### src/rtl/linear_network_multicast_pipe.sv
// linear_network_multicast_pipe
// Pipelined multicast chain. Stage k delivers its flit to node k when tag bit k
// is set. Once a flit has no destinations left, it retires instead of moving on.
//
// Handshake rule: a transfer happens on a rising edge only when valid and ready
// are both high. Valid never depends on the ready it is paired with. The input
// side transfers when i_valid & o_ready. Node k transfers when
// o_valid[k] & i_ready[k].
module linear_network_multicast_pipe #(
  parameter int DATA_WIDTH = 32,
  parameter int NUM_NODE   = 4
) (
  input  logic                           clk,
  input  logic                           rst_n,
  input  logic                           i_valid,
  input  logic [DATA_WIDTH-1:0]          i_data_bus,
  input  logic [NUM_NODE-1:0]            i_cmd,
  output logic                           o_ready,
  output logic [NUM_NODE-1:0]            o_valid,
  output logic [NUM_NODE*DATA_WIDTH-1:0] o_data_bus,
  input  logic [NUM_NODE-1:0]            i_ready,
  input  logic                           i_en,
  output logic                           o_busy
);

  // Per-stage state
  logic [NUM_NODE-1:0]   vld_q;
  logic [NUM_NODE-1:0]   done_q;
  logic [DATA_WIDTH-1:0] data_q [NUM_NODE];
  logic [NUM_NODE-1:0]   tag_q  [NUM_NODE];

  // Per-stage control
  logic [NUM_NODE-1:0]   ov;        // node output valid
  logic [NUM_NODE-1:0]   hs;        // node handshake this cycle
  logic [NUM_NODE-1:0]   dlv;       // delivery to own node complete
  logic [NUM_NODE-1:0]   rem;       // destinations remain further down
  logic [NUM_NODE-1:0]   move;      // flit moves from k to k+1
  logic [NUM_NODE-1:0]   vacate;    // occupied stage empties this edge
  logic [NUM_NODE:0]     free_ext;  // stage k can take a new flit; top entry is a sentinel
  logic [NUM_NODE-1:0]   load;      // stage k loads a new flit
  logic [DATA_WIDTH-1:0] in_data [NUM_NODE];
  logic [NUM_NODE-1:0]   in_tag  [NUM_NODE];
  logic                  accept;

  // Delivery, retirement and the free chain. Free ripples from the last stage
  // down to stage 0, so a full chain that is draining still accepts every cycle.
  always_comb begin
    ov       = '0;
    hs       = '0;
    dlv      = '0;
    rem      = '0;
    move     = '0;
    vacate   = '0;
    free_ext = '0;
    for (int k = 0; k < NUM_NODE; k++) begin
      ov[k]  = i_en & vld_q[k] & tag_q[k][k] & ~done_q[k];
      hs[k]  = ov[k] & i_ready[k];
      dlv[k] = ~tag_q[k][k] | done_q[k] | hs[k];
      for (int j = 0; j < NUM_NODE; j++) begin
        if (j > k) rem[k] = rem[k] | tag_q[k][j];
      end
    end
    // The last stage never has remaining destinations, so the sentinel stays 0.
    for (int k = NUM_NODE - 1; k >= 0; k--) begin
      move[k]     = vld_q[k] & i_en & dlv[k] & rem[k] & free_ext[k+1];
      vacate[k]   = vld_q[k] & i_en & dlv[k] & (~rem[k] | move[k]);
      free_ext[k] = ~vld_q[k] | vacate[k];
    end
  end

  // Load sources. Stage 0 takes from the input, and every later stage takes
  // from its predecessor. A zero tag is accepted but never loaded.
  always_comb begin
    accept     = i_valid & i_en & free_ext[0];
    load       = '0;
    in_data[0] = i_data_bus;
    in_tag[0]  = i_cmd;
    load[0]    = accept & (|i_cmd);
    for (int k = 1; k < NUM_NODE; k++) begin
      in_data[k] = data_q[k-1];
      in_tag[k]  = tag_q[k-1];
      load[k]    = move[k-1];
    end
  end

  // Output drive. The payload is zeroed whenever a node is not being offered a flit.
  always_comb begin
    o_ready    = i_en & free_ext[0];
    o_valid    = ov;
    o_busy     = |vld_q;
    o_data_bus = '0;
    for (int k = 0; k < NUM_NODE; k++) begin
      if (ov[k]) o_data_bus[k*DATA_WIDTH +: DATA_WIDTH] = data_q[k];
    end
  end

  // Stage registers. When a stage loads, that wins over a vacate on the same edge,
  // so the new flit always starts with done cleared. All enables include i_en.
  always_ff @(posedge clk or negedge rst_n) begin
    if (!rst_n) begin
      vld_q  <= '0;
      done_q <= '0;
      for (int k = 0; k < NUM_NODE; k++) begin
        data_q[k] <= '0;
        tag_q[k]  <= '0;
      end
    end else begin
      for (int k = 0; k < NUM_NODE; k++) begin
        if (load[k]) begin
          vld_q[k]  <= 1'b1;
          done_q[k] <= 1'b0;
          data_q[k] <= in_data[k];
          tag_q[k]  <= in_tag[k];
        end else if (vacate[k]) begin
          vld_q[k]  <= 1'b0;
          done_q[k] <= 1'b0;
        end else if (hs[k]) begin
          done_q[k] <= 1'b1;
        end
      end
    end
  end

endmodule

### config.mk
export PLATFORM = sky130hd
export DESIGN_NAME = linear_network_multicast_pipe
export DESIGN_NICKNAME = d
export VERILOG_FILES = /design/src/rtl/linear_network_multicast_pipe.sv
export SDC_FILE = /design/constraint.sdc
export NUM_CORES = 1
export LEC_CHECK = 0
export ABC_AREA = 1
export BUFFER_PORTS_ARGS = -buffer_cell sky130_fd_sc_hd__buf_2
export CORE_ASPECT_RATIO = 0.8
export CORE_MARGIN = 10
export CORE_UTILIZATION = 35
export CTS_BUF_LIST = sky130_fd_sc_hd__clkbuf_8
export DETAILED_ROUTE_END_ITERATION = 6
export PLACE_DENSITY = 0.6
export SLEW_MARGIN = 20
export SYNTH_ARGS = -nofsm -noshare
export SYNTH_HDL_FRONTEND = slang
export SYNTH_SLANG_ARGS = --single-unit
### constraint.sdc
create_clock -name clk -period 1.8 [get_ports clk]
set_input_delay 0.36 -clock clk [delete_from_list [all_inputs] [get_ports clk]]
set_output_delay 0.36 -clock clk [all_outputs]
set_load 0.01 [all_outputs]
==> results of run 1 <==
## worst max path at each step
stage,start,end,cells after the start
2_1_floorplan,vld_q[3],o_data_bus[100],5
3_3_place_gp,i_en,o_ready,12
3_5_place_dp,i_en,data_q[68],13
4_1_cts,done_q[3],o_ready,11
5_1_grt,done_q[2],o_ready,11
6_report,done_q[2],o_data_bus[91],8
## per-stage QoR
stage	worst slack (ps)	setup TNS (ps)	instances	total power, mW	hold WS (ps)
final	-288.5	-27180	1313	14.29	162.6
after global routing	-395.8	-45050	1313	15.41	131.7
after CTS	-306.1	-26270	1296	13.25	122.7
after floorplan	157.3	0	831	8.234	64.41
after global placement	33.90	0	1250	9.641	220.7
after detailed placement	-8.757	-15.48	1250	9.761	219.4
## cells in the final DEF, fill, tap and decap left out, types with 20 or more instances in the layout
cell type  count
inv_1        137
nor2_4        61
o21ai_1       20
nor2_1        51
nor2_2        24
clkbuf_8      20
buf_4         30
buf_2        112
nand4_1       35
nand2_2       41
dfrtp_1      146
buf_6         67
nand2_1      148
o21ai_0       78
## where the power goes
group | internal (mW) | switching (mW) | total [mW] | leakage, nW
combinational | 2.37 | 3.59 | 5.97 | 2.80
clock | 1.60 | 1.24 | 2.84 | 0.227
sequential | 4.63 | 0.857 | 5.48 | 1.88
## cell families (layout without fill, tap and decap cells)
kind of cell / Yosys count / in the layout / share of synthesized area [%]
and+or+nand+nor: 385 / 385 / 24.31
AOI/OAI and AO/OA: 107 / 107 / 8.393
buffers and inverters: 193 / 417 / 12.47
DFF: 146 / 146 / 54.83
## flip-flops by register name, summed over array words and instances (netlist names)
register / flops
in_tag: 9
data_q: 128
done_q: 4
vld_q: 4
tag_q: 1
## worst max-delay path: stages (launching register included)
cell,delay (ps)
dfrtp_1,390
inv_2,70
nand2_4,50
buf_4,140
nor2_4,130
inv_4,80
clkbuf_16,180
nor2_2,100
buf_2,150
## layer usage
layer / GRT usage (%) / share of wire [%] / up-vias
met5: 0 / 0 / -
met4: 5.299 / 1.4 / 0
met3: 4.457 / 4.3 / 23
met2: 24.54 / 48 / 123
met1: 21.43 / 46 / 2727
li1: - / - / 2962
## final cells by class
type	count	area [sq um]	share of cell area [%]
repair buffers	238	2168	21.59
well taps	258	322.8	3.214
inverters	147	568.0	5.656
multi-input cells	492	2893	28.80
clock inverters	12	162.7	1.620
flip-flops and latches	146	3654	36.38
clock buffers	20	275.3	2.741
## repair_timing
item	4_1_cts	5_1_grt
setup buffers	8	9
hold endpoints to repair	16	0
hold buffers	1	0
setup endpoints to repair	130	198
gates resized for setup	117	189
gates cloned	5	11
pin swaps	8	14
==> metrics, run 1 <==
CP Launch Type register; crit-path max FO 8; Max Cap Violations 0; first-iteration detailed-routing DRC count around 370; share of the synthesized area in the top cell type a little over half; Worst Reg2Reg Path Length in Cells 16; WS Path Type reg -> out; fin util 53.25%; peak supply drop 0.5624 mV; Post-Synthesis Cell Area 6664 sq um; EDFF count, synth 0; dpl hpwl 14290 um; PwrDens 1423 nW/um^2; largest net degree at the start of global routing 71; Yosys Warn Count 0; drt wl/cell 16.52 um; reg2reg setup slack -120 ps; # fillers 1767; Setup Skew 12.67 ps; antenna diode count 0; initial antenna violation count 0; fin area 10040 sq um; vias in the first global route around 5900; Layout area overhead 50.71%; Post-synth top cells nand2_1, dfrtp_1, inv_1; dominant cell type by area after synthesis dfrtp_1; CP Capture Type output pin; FFs w/ async S/R, synth between 90% and 100%; drt first pass iters 4; cells after synthesis 831; hold worst-path end data_q[98]; Reg-to-Reg End data_q[101]; most numerous cell in the Yosys netlist nand2_1; fin crit share 116.0%; Slew HR 62.04%; CTS tree yes; Slew Viols, Final 0; Worst-Margin Slew 564.1 ps; FF-to-FF Start vld_q[3]; final setup violation count ~170; maximum level of the CTS H-tree 4; CTS Buf Count 17; top post-synthesis cells by area dfrtp_1, nand2_1, inv_1; I/O Buffers roughly 180; height of the chip 143.4 um; Row Count 45; ys flop type dfrtp_1; clk buf depth 2; Die ar. 24990 sq um; Avg Synthesized Cell Area 8.019 sq um; final hold vios 0; Mapped Nets 875; RSZ-0062 raised after global routing true; sequential area share after synthesis roughly 55%; top achievable clock speed 0.4788 GHz; Leak ~4.9 nW; clk sinks 146; initial cell density of the core 35.33%; first-pass GRT wire length between 30000 and 40000 um; Root Driver clkbuf_8; HP Class in -> reg; DR vias/cell approximately 4.4; Final WS setup -288.5 ps; number of vias in the routed layout 5835; Die X between 150 and 200 um; Core Footprint 18860 sq um; Hold Startpoint i_data_bus[2]; GRT overflow 0; Hold Path Depth 3; failing checks setup timing; routability congestion estimate 0.8170; Yosys reg bits ~150; Worst Path Required 1440 ps; DRC 0; WL final 21690 um; outcome finished with violations; Reg clk slew, reported paths roughly 80 ps; later-pin clock latency in the skew report approximately 440 ps; Worst Path Arrival roughly 1700 ps; fin crit period 2088 ps; gr usage total between 10% and 20%; NumNets Final roughly 1100; fraction of layout cells with a size suffix above 1 40.47%; I/O pin count between 150 and 200; Antenna Nets Post-Route 0; Yosys cell types 28; post-placement cell area 7986 sq um
(Power assumes the default switching activity.)
==> run 2, diff against run 1 <==
==> constraint.sdc (replaced) <==
create_clock -name clk -period 2.53 [get_ports clk]
set_input_delay 0.506 -clock clk [delete_from_list [all_inputs] [get_ports clk]]
set_output_delay 0.506 -clock clk [all_outputs]
set_load 0.01 [all_outputs]
==> metrics, run 2 (synthesis gave the netlist of run 1 again) <==
outcome complete, no violations; fin crit share 93.04%; drt wl/cell 14.55 um (-12%); largest net degree at the start of global routing 71 (unchanged); Core Footprint 18860 sq um (unchanged); Root Driver clkbuf_8; Max Cap Violations 0 (unchanged); GRT overflow 0 (unchanged); later-pin clock latency in the skew report 440 ps (about the same); slowest CP cell dfrtp_1; Die ar. 24990 sq um (unchanged); Leak 4.452 nW (-9.3%); DR vias/cell 4.298 (-3.3%); Buf/Inv on CP 2 (-3); Die X 174.3 um (unchanged); antenna diode count 0 (unchanged); height of the chip 143.4 um (unchanged); I/O Buffers 177 (unchanged); Slew Viols, Final 0 (unchanged); Worst-Margin Slew 581.4 ps (+17.24 ps); final setup violation count 0 (-100%); fin util 43.66% (-9.6 points); Slew HR 61.24% (-0.80 points); setup TNS 0 ps (+27180 ps); Layout area overhead 23.58%; delay-heaviest family, CP simple AND/OR/NAND/NOR gates; first-pass GRT wire length 30280 um (-5.5%); routability congestion estimate 0.7820 (-4.3%); DRC 0 (unchanged); final hold vios 0 (unchanged); fraction of layout cells with a size suffix above 1 23.83% (-17 points); Worst Path Required 2020 ps (+580 ps); Row Count 45 (unchanged); clk buf depth 2 (unchanged); CP Launch Type register; # fillers 1962 (+11%); vias in the first global route 5536 (-6.5%); dpl hpwl 13870 um (-3.0%); drt first pass iters 5 (+1); top achievable clock speed between 0.4 and 0.5 GHz; CP max stage delay 420 ps (+30 ps); Biggest register data_q; CTS Buf Count 17 (unchanged); Antenna Nets Post-Route 0 (unchanged); PwrDens 1066 nW/um^2 (-25%); crit-path max FO 4 (-4); Reg clk slew, reported paths 80 ps (about the same); WL final 18400 um (-15%); number of vias in the routed layout 5437 (-6.8%); CP Capture Type output pin; placed cell count 1233 (-1.4%); max FFs per register 128 (unchanged); Worst Path Arrival 1850 ps (+120 ps); NumNets Final 1038 (-4.4%); first-iteration detailed-routing DRC count 338 (-8.4%); peak supply drop 0.4013 mV (-29%); clk sinks 146 (unchanged); maximum level of the CTS H-tree 4 (unchanged); WS Path Type reg -> out; Cell Chain, Critical Path nand2_1 -> inv_1 -> nand2_2 -> nand3_1 -> nand2_2 -> nand3_2 -> nand2_4 -> nand3_4 -> nand2_4 -> a21boi_0 -> buf_2; final non-filler cell total 1265 (-3.7%); HP Class in -> async; initial antenna violation count 0 (unchanged); gr usage total 15.06% (-0.96 points); fin crit period around 2400 ps; I/O pin count 178 (unchanged); RSZ-0062 raised after global routing false; Pwr Total 8.777 mW (-39%); commonest non-fill, non-tap cells in the layout nand2_1, buf_2, dfrtp_1, inv_1, nor2_1; CTS tree yes; initial cell density of the core 35.33% (unchanged); post-CTS setup buffer count 0 (-8); Setup Skew 9.100 ps (-3.571 ps); commonest non-fill, non-tap cell in the layout nand2_1; Hold-fix buffers, CTS 0 (-1)
[run 2: layer usage]
layer  vias to the layer above  GRT usage [%]  part of all wire (%)
met5                         -              0                     0
met4                         0          4.356                  0.88
met2                       121          21.75                    43
met3                         8          3.959                   4.8
met1                      2434          21.57                    51
li1                       2874              -                     -
[run 2: final cells by class]
type                    instances  area (sq um)  area share, %
flip-flops and latches        146          3655          44.38
well taps                     258         322.8          3.920
clock buffers                  21         289.0          3.510
inverters                     147         553.0          6.715
clock inverters                11         181.4          2.203
multi-input cells             492          2195          26.65
repair buffers                190          1040          12.63
[run 2: worst paths after layout]
check | start | end | slack (ps) | depth (start not counted)
worst max-delay path | vld_q[3] | o_ready | 180 | 11
worst min-delay path | rst_n | in_tag[8] | 20 | 1
worst max register to register | vld_q[2] | data_q[97] | 690 | 12
worst min register to register | data_q[118] | data_q[118] | 470 | 2
max in group asynchronous | rst_n | data_q[7] | 1840 | 2
min in group clk | i_data_bus[26] | data_q[122] | 310 | 3
[run 2: metrics by stage]
step | area (sq um) | setup slack [ps] | hold slack [ps]
after floorplan | 6664 | 608.1 | 210.4
after global placement | 7759 | 355.7 | 453.9
after detailed placement | 7759 | 361.7 | 458.0
after CTS | 8229 | 132.6 | 34.63
after global routing | 8235 | 4.273 | 33.86
final | 8235 | 176.1 | 23.97
[run 2: timing repair]
item | CTS | global route
endpoints found under the hold margin | 0 | 0
resized for setup | 0 | 2
endpoints found under the setup margin | 0 | 19
[run 2: where the power goes]
| group | switching (mW) | internal [mW] |
|---|---|---|
| registers | 0.543 | 3.29 |
| logic | 1.90 | 0.922 |
| clock network | 0.854 | 1.27 |
